<file path="src/rtl/midi_uart_rx_if.sv">
// midi_uart_rx_if: line/strobe inputs and byte outputs of the MIDI receiver
// master: drives tick and rx, observes data/valid/frame_err/busy
// slave:  the receiver side
interface midi_uart_rx_if;
  logic       tick;
  logic       rx;
  logic [7:0] data;
  logic       valid;
  logic       frame_err;
  logic       busy;
  modport master(output tick, rx, input data, valid, frame_err, busy);
  modport slave(input tick, rx, output data, valid, frame_err, busy);
endinterface

</file>
<file path="src/rtl/midi_uart_rx.sv">
// midi_uart_rx: 8N1 LSB-first MIDI serial receiver driven by an oversample strobe
// clk/rst: system clock, synchronous active-high reset
// bus.tick/bus.rx in; bus.data (held byte), bus.valid, bus.frame_err (1-clk pulses), bus.busy out
module midi_uart_rx #(
  parameter int OVERSAMPLE = 16
) (
  input logic          clk,
  input logic          rst,
  midi_uart_rx_if.slave bus
);
  localparam int CW = $clog2(OVERSAMPLE);
  localparam logic [CW-1:0] CNT_MAX = CW'(OVERSAMPLE - 1);
  localparam logic [CW-1:0] CNT_MID = CW'(OVERSAMPLE / 2 - 1);
  typedef enum logic [2:0] {IDLE, START, DATA, STOP, BREAK} state_t;
  state_t        state_q, state_d;
  logic [CW-1:0] cnt_q, cnt_d;
  logic [2:0]    bitn_q, bitn_d;
  logic [7:0]    shift_q, shift_d;
  logic [7:0]    data_q, data_d;
  logic          valid_q, valid_d;
  logic          ferr_q, ferr_d;
  logic [1:0]    sync_q, sync_d;
  logic          rx_s;
  assign rx_s = sync_q[1];
  always_ff @(posedge clk) begin
    if (rst) begin
      state_q <= IDLE;
      cnt_q   <= '0;
      bitn_q  <= '0;
      shift_q <= '0;
      data_q  <= '0;
      valid_q <= 1'b0;
      ferr_q  <= 1'b0;
      sync_q  <= 2'b11;
    end else begin
      state_q <= state_d;
      cnt_q   <= cnt_d;
      bitn_q  <= bitn_d;
      shift_q <= shift_d;
      data_q  <= data_d;
      valid_q <= valid_d;
      ferr_q  <= ferr_d;
      sync_q  <= sync_d;
    end
  end
  always_comb begin
    state_d = state_q;
    cnt_d   = cnt_q;
    bitn_d  = bitn_q;
    shift_d = shift_q;
    data_d  = data_q;
    valid_d = 1'b0;
    ferr_d  = 1'b0;
    sync_d  = {sync_q[0], bus.rx};
    if (bus.tick) begin
      case (state_q)
        IDLE: if (!rx_s) begin
          state_d = START;
          cnt_d   = '0;
        end
        // a line that rises again before the start-bit centre is a glitch
        START: if (rx_s) state_d = IDLE;
        else if (cnt_q == CNT_MID) begin
          state_d = DATA;
          cnt_d   = '0;
          bitn_d  = '0;
        end else cnt_d = cnt_q + CW'(1);
        DATA: if (cnt_q == CNT_MAX) begin
          shift_d = {rx_s, shift_q[7:1]};
          cnt_d   = '0;
          bitn_d  = bitn_q + 3'd1;
          state_d = bitn_q == 3'd7 ? STOP : DATA;
        end else cnt_d = cnt_q + CW'(1);
        // leaving at the stop-bit centre lets a back-to-back start edge be caught
        STOP: if (cnt_q == CNT_MAX) begin
          state_d = rx_s ? IDLE : BREAK;
          data_d  = rx_s ? shift_q : data_q;
          valid_d = rx_s;
          ferr_d  = !rx_s;
          cnt_d   = '0;
        end else cnt_d = cnt_q + CW'(1);
        // wait for the line to rise so a held-low line is not read as 0x00 frames
        BREAK: if (rx_s) state_d = IDLE;
        default: state_d = IDLE;
      endcase
    end
  end
  assign bus.data      = data_q;
  assign bus.valid     = valid_q;
  assign bus.frame_err = ferr_q;
  assign bus.busy      = state_q != IDLE;
endmodule
</file>
<file path="src/flat_wrapper.sv">
// flat-port wrapper written by rule: the top's interface ports become plain ports
module midi_uart_rx_flat 
#(
  parameter int OVERSAMPLE = 16
)
  (clk, rst, bus_tick, bus_rx, bus_data, bus_valid, bus_frame_err, bus_busy);
  midi_uart_rx_if bus_i ();
  input logic clk;
  input logic rst;
  input wire logic [$bits(bus_i.tick)-1:0] bus_tick;
  input wire logic [$bits(bus_i.rx)-1:0] bus_rx;
  output wire logic [$bits(bus_i.data)-1:0] bus_data;
  output wire logic [$bits(bus_i.valid)-1:0] bus_valid;
  output wire logic [$bits(bus_i.frame_err)-1:0] bus_frame_err;
  output wire logic [$bits(bus_i.busy)-1:0] bus_busy;
  assign bus_i.tick = bus_tick;
  assign bus_i.rx = bus_rx;
  assign bus_data = bus_i.data;
  assign bus_valid = bus_i.valid;
  assign bus_frame_err = bus_i.frame_err;
  assign bus_busy = bus_i.busy;
  midi_uart_rx #(.OVERSAMPLE(OVERSAMPLE)) u_core (.clk(clk), .rst(rst), .bus(bus_i));
endmodule
</file>
<file path="config.mk">
export PLATFORM = sky130hd
export DESIGN_NAME = midi_uart_rx_flat
export DESIGN_NICKNAME = d
export VERILOG_FILES = /design/src/rtl/midi_uart_rx_if.sv /design/src/rtl/midi_uart_rx.sv /design/src/flat_wrapper.sv
export SDC_FILE = /design/constraint.sdc
export NUM_CORES = 1
export LEC_CHECK = 0
export ABC_AREA = 1
export CAP_MARGIN = 40
export CORE_ASPECT_RATIO = 1.2
export CORE_MARGIN = 3
export CORE_UTILIZATION = 49
export DETAILED_ROUTE_END_ITERATION = 10
export PLACE_DENSITY = 0.74
export SYNTH_ARGS = -nofsm -noshare
export SYNTH_HDL_FRONTEND = slang
export SYNTH_SLANG_ARGS = --single-unit
export TNS_END_PERCENT = 100
</file>
<file path="constraint.sdc">
create_clock -name clk -period 1.3 [get_ports clk]
set_input_delay 0.39 -clock clk [delete_from_list [all_inputs] [get_ports clk]]
set_output_delay 0.39 -clock clk [all_outputs]
set_load 0.1 [all_outputs]
</file>
==> results of run 1 <==
## power groups by stage
stage | registers (mW) | clock network, mW | logic [mW]
detailed placement | 1.14 | 0 | 1.41
global placement | 1.13 | 0 | 1.36
finish | 1.13 | 0.686 | 1.77
CTS | 1.13 | 0.695 | 1.63
floorplan | 1.14 | 0 | 0.946
global route | 1.15 | 0.741 | 1.93
## cells in the mapped netlist (all sizes together) (2+ instances only)
library cell,n,share of area [%]
a21oi,5,1.9
dfxtp,30,45
ha,3,2.8
inv,15,4.2
nand2,32,9.8
nand3,11,5.3
nand3b,2,1.1
nor2,53,16
nor3,2,1.6
o21ai,22,8.3
or2,2,0.94
## timing repair
| action | 4_1_cts | 5_1_grt |
|---|---|---|
| setup buffers | 5 | 2 |
| gates resized for setup | 34 | 25 |
| gates cloned | 1 | 0 |
| endpoints found under the setup margin | 24 | 31 |
| pin swaps | 15 | 9 |
## cells by family (layout without fill, tap and decap cells)
family / count (synthesis) / count (layout)
xor+xnor: 1 / 1
compound gates: 28 / 28
fa+ha+maj: 3 / 3
flops: 30 / 30
simple gates: 103 / 104
buf+inv: 17 / 58
## metal layers
metal	part of all wire [%]	vias to the layer above	track usage [%]
met2	55	39	45.7
met1	36	639	26.1
met5	0	-	0
met3	4.4	23	7.88
met4	4.4	0	12.8
li1	-	668	-
## metrics by stage
stage               area (um^2)  std cells  util, %  hold slack (ns)
floorplan                  1360        182        -            0.389
finish                     2050        257     80.3            0.420
global route               2050        257     80.3            0.454
global placement           1750        241     68.4            0.393
CTS                        1960        255     76.9            0.429
detailed placement         1750        241     68.4            0.407
## registers in the layout (all words and copies together) (netlist names)
register and cells:
u_core.shift_q 8, u_core.cnt_q 4, u_core.state_q 3, u_core.bus.frame_err 1, u_core.bus.data 8, u_core.bus.valid 1
u_core.sync_q 2, u_core.bitn_q 3
## worst max path at each step
| stage | start | end | slack [ns] | cells past startpoint |
|---|---|---|---|---|
| finish | u_core.state_q[2] | bus_busy | -0.15 | 3 |
| global route | u_core.cnt_q[0] | u_core.state_q[0] | -0.21 | 9 |
| CTS | u_core.state_q[2] | bus_busy | -0.14 | 3 |
| detailed placement | bus_tick | u_core.bus.data[7] | -0.44 | 7 |
| global placement | bus_tick | u_core.bus.data[4] | -0.39 | 7 |
| floorplan | u_core.state_q[0] | bus_busy | -0.004 | 2 |
## critical path, delay by kind of cell (launching register included)
family	cells	cell delay, ns
DFF	1	0.36
and+or+nand+nor	2	0.20
buffers and inverters	1	0.17
## final cells by class
type                    instances  area (um^2)  area share (%)
clock buffers                   8         78.8            3.84
inverters                      15         66.3            3.23
well taps                      33         41.3            2.01
flip-flops and latches         30          639            31.2
multi-input cells             136          793            38.7
repair buffers                 35          432            21.0
==> metrics, run 1 <==
mux contribution to synthesized area 0%; cells on worst reg2reg path 7; Rows 20; initial antenna violation count 0; Sink Count 30; Clock Path Buffers 2; Post-Synth Adder-Cell Area 2.83%; Hold Path Depth 1; outcome finished with violations; CTS root buf clkbuf_4; Post-Syn Instances 182; die height 63.0 um; Gate power share 49.3%; Final Routed Wirelength 3.73 mm; post-synthesis cell type count 24; Finish-stage setup viols 24; register bit total from synthesis 30; RSZ-0062 raised after global routing true; Final GP Congestion 0.862; Primary FF master, synth dfxtp_1; minimum clock period 1.45 ns; largest family of logic cells by synthesized area simple AND/OR/NAND/NOR gates; most frequent cells in the layout nor2_1 (36), nand2_1 (25), o21ai_1 (17), buf_4 (17), dfxtp_1 (15); min-delay src u_core.sync_q[0]; Reg-to-Reg End u_core.shift_q[1]; Cell Int Power 2.08 mW; Synth warnings 0; GRT Overall Usage 25.9%; largest net degree at the start of global routing 12; CTS buffer count 5; Required @ worst endpoint 0.91 ns; antenna fix cells 0; num ports 15; Slew @ Worst Pin 0.246 ns; number of flops mapped to enable cells by yosys 0; Clock power frac 19.1%; DR DRC count 0; critical path arrival 1.06 ns; Syn-to-layout area delta 54.6%; vias per std cell 5.33; final worst slack -0.155 ns; Post-synth ARST share 0%; Max IR drop VDD 0.00247 V; Die ar. 3370 um^2; Nets 230; failing checks setup timing; Final Skew 0.0153 ns; vias in the first global route 1468; count of buffers from port buffering 14; Critical Path Slowest Stage Cell dfxtp_2; Clock Latency Late Sink 0.34 ns; Filler cells 169; commonest non-fill, non-tap cell in the layout nor2_1; CTS tree done; peak per-stage delay on the critical path 0.36 ns; Detail Route Antenna Nets 0; core area 2550 um^2; crit start category register; GR Overflow Total 0; Mean Syn Cell Area 7.29 um^2; Reg2Reg Launch Point u_core.state_q[2]; leakage power 0.898 nW; Slew Limit Fails 0; crit path cell chain nor2_4 > nand2_2 > buf_12; hold_buf cts 0; Fmax 0.687 GHz; pre-CTS WS -0.439 ns; CP endpoint kind output port; Mapped Area 1330 um^2; PD cells 1750 nW/um^2; Worst Hold Class reg2reg; simple logic cell fraction of the synthesized area 35.6%; DRT Pass-1 Iters 4; initial core utilization 52.0%; Worst slew margin 83.6%; Total Power 3.59 mW; final hold violations 0; final period utilization 112%; part of the Yosys area used for sequential elements 45.3%; worst-path fanout max 2; share of cells above drive strength 1 41.1%; sw frac 42.1%; Clk pin slew, worst setup/hold paths 0.10 ns; flop-to-flop setup slack -0.10 ns; die width 53.5 um; post-synthesis net count 189; # H-tree levels 2; Flop pwr share 31.6%; wire per inst 14.5 um; first-pass GRT wire length 6.43 mm; Max Cap Viol 0; Hold EP u_core.sync_q[1]; Setup CP Type reg2out; Synth Area in XOR/XNOR 0.660%; switching power 1.51 mW; detailed placement HPWL 2.33 mm; Synth Area in Compound Gates 10.8%; setup tns final -1.53 ns; routed via count 1369; DR iter-0 viols 32
(Power assumes the default switching activity.)
==> run 2, diff against run 1 <==
CAP_MARGIN = 0   (was 40)
CORE_ASPECT_RATIO = unset   (was 1.2)
SKIP_LAST_GASP = 1   (was unset)
==> metrics, run 2 (same netlist as run 1, synthesis figures left out) <==
Detail Route Antenna Nets 0 (unchanged); core area 2520 um^2 (was 2550 um^2); outcome finished with violations (unchanged); placed cell areas 1760 um^2 (was 1750 um^2); die width 58.0 um (was 53.5 um); final instance area 2040 um^2 (was 2050 um^2); Filler cells 166 (was 169); die height 58.0 um (was 63.0 um); hold_buf cts 0 (unchanged); largest net degree at the start of global routing 14 (was 12); critical path arrival 1.06 ns (about the same); vias in the first global route 1256 (was 1468); Sink Count 30 (unchanged); Buffers & Inverters on Critical Path 1 (unchanged); final std cells w/o fill 256 (was 257); Fmax 0.688 GHz (was 0.687 GHz); Worst slew margin 82.4% (was 83.6%); CTS buffer count 5 (unchanged); DR iter-0 viols 42 (was 32); Die ar. 3370 um^2 (about the same); wire per inst 13.7 um (was 14.5 um); initial antenna violation count 0 (unchanged); Placed Cells 239 (was 241); Reg area 624 um^2 (was 639 um^2); num ports 15 (unchanged); count of buffers from port buffering 14 (unchanged); minimum clock period 1.45 ns (about the same); leakage power 0.901 nW (was 0.898 nW); Max IR drop VDD 0.00268 V (was 0.00247 V); DR WL met3 159 um (was 163 um); Critical Path Slowest Stage Cell dfxtp_2 (unchanged); final hold violations 0 (unchanged); final worst slack -0.154 ns (was -0.155 ns); pre-CTS WS -0.446 ns (was -0.439 ns); crit path cell chain nor2_4 > nand2_4 > buf_12 (was nor2_4 > nand2_2 > buf_12); Slew Limit Fails 0 (unchanged); CP endpoint kind output port (unchanged); peak per-stage delay on the critical path 0.35 ns (was 0.36 ns); Hold WS 0.428 ns (was 0.420 ns); DRT Pass-1 Iters 4 (unchanged); share of cells above drive strength 1 42.5% (was 41.1%); antenna fix cells 0 (unchanged); Final GP Congestion 0.893 (was 0.862); Nets 232 (was 230); Worst Hold Class reg2reg (unchanged); most frequent cells in the layout nor2_1 (41), nand2_1 (26), buf_4 (17) (was nor2_1 (36), nand2_1 (25), o21ai_1 (17), buf_4 (17), dfxtp_1 (15)); Syn-to-layout area delta 53.6% (was 54.6%); critical path's top delay family flip-flops (unchanged); worst-path fanout max 2 (unchanged); Clock Path Buffers 2 (unchanged); final period utilization 112% (about the same); # H-tree levels 2 (unchanged); GR Overflow Total 0 (unchanged); Max Cap Viol 0 (unchanged); Finish-stage setup viols 24 (unchanged); Rows 18 (was 20); RSZ-0062 raised after global routing true (unchanged); Final Skew 0.0153 ns (about the same); Final Routed Wirelength 3.51 mm (was 3.73 mm); PD cells 1690 nW/um^2 (was 1750 nW/um^2); DR DRC count 0 (unchanged); routed via count 1356 (was 1369); Setup CP Type reg2out (unchanged); area of the multi-input gates 779 um^2 (was 793 um^2); crit start category register (unchanged); DRT met1 WL 1.52 mm (was 1.36 mm); Clk pin slew, worst setup/hold paths 0.10 ns (about the same); Required @ worst endpoint 0.91 ns (about the same); detailed placement HPWL 2.31 mm (was 2.33 mm); CTS root buf clkbuf_4 (unchanged); Clock Latency Late Sink 0.34 ns (about the same); top routing layer used met4 (unchanged); vias per std cell 5.30 (was 5.33); initial core utilization 52.6% (was 52.0%); CTS tree done (unchanged); GRT Overall Usage 22.7% (was 25.9%); failing checks setup timing (unchanged); commonest non-fill, non-tap cell in the layout nor2_1 (unchanged); met2 WL 1.73 mm (was 2.04 mm); first-pass GRT wire length 5.70 mm (was 6.43 mm); Slew @ Worst Pin 0.263 ns (was 0.246 ns)
==> run 2: cell count changes in the layout (fill, tap and decap cells not counted), moves of 2 or more <==
cell | before | now
o21ai_2 | 0 | 9
o21ai_1 | 17 | 9
dfxtp_2 | 7 | 13
dfxtp_4 | 8 | 2
nor2_1 | 36 | 41
buf_6 | 3 | 6
nor2_4 | 8 | 5
clkbuf_8 | 3 | 1
nor2_2 | 9 | 7
==> run 2: final cells by class <==
cell class / count / share of cell area, %
Sequential cell: 30 / 30.7
Multi-Input combinational cell: 135 / 38.3
Tap cell: 30 / 1.84
Clock buffer: 6 / 2.52
Clock inverter: 2 / 0.614
Inverter: 15 / 3.26
Timing Repair Buffer: 38 / 22.9
==> run 2: timing repair <==
action	CTS	global route
buffers inserted	7	2
resized for setup	35	21
pin swaps	7	11
setup endpoints to repair	22	33
gates cloned	0	0
==> run 2: through the flow <==
stage	power (mW)	utilization (%)	setup TNS (ns)
after global placement	2.54	69.9	-7.56
after global routing	3.65	80.8	-2.87
after CTS	3.32	77.9	-0.472
final	3.45	80.8	-1.06
after detailed placement	2.57	69.9	-8.63
after floorplan	2.09	-	-0.00432
==> run 2: per-layer routing <==
| layer | global-route usage (%) | up-vias |
|---|---|---|
| li1 | - | 673 |
| met1 | 27.4 | 629 |
| met2 | 37.3 | 42 |
| met3 | 7.35 | 12 |
| met4 | 8.94 | 0 |
| met5 | 0 | - |
==> run 2: where the power goes <==
group / switching, mW / total, mW / internal (mW)
Clock: 0.339 / 0.599 / 0.260
Combinational: 1.03 / 1.72 / 0.690
Sequential: 0.100 / 1.14 / 1.04
Total: 1.47 / 3.45 / 1.99
==> run 2: worst reg2reg max path: cells and delay by family (launching register included) <==
family	cells	cell delay [ns]
AO/OA/AOI/OAI	1	0.06
buffers and inverters	1	0.17
flip-flops	1	0.36
AND/OR/NAND/NOR	3	0.57
adder cells (fa/ha/maj)	1	0.17
==> run 2: path summary, 6_finish.rpt <==
kind	startpoint	end	slack (ns)	depth (start not counted)
worst max-delay path	u_core.state_q[2]	bus_busy	-0.15	3
worst min-delay path	u_core.sync_q[0]	u_core.sync_q[1]	0.43	1
worst max register to register	u_core.cnt_q[0]	u_core.shift_q[5]	-0.07	6
worst min register to register	u_core.sync_q[0]	u_core.sync_q[1]	0.43	1
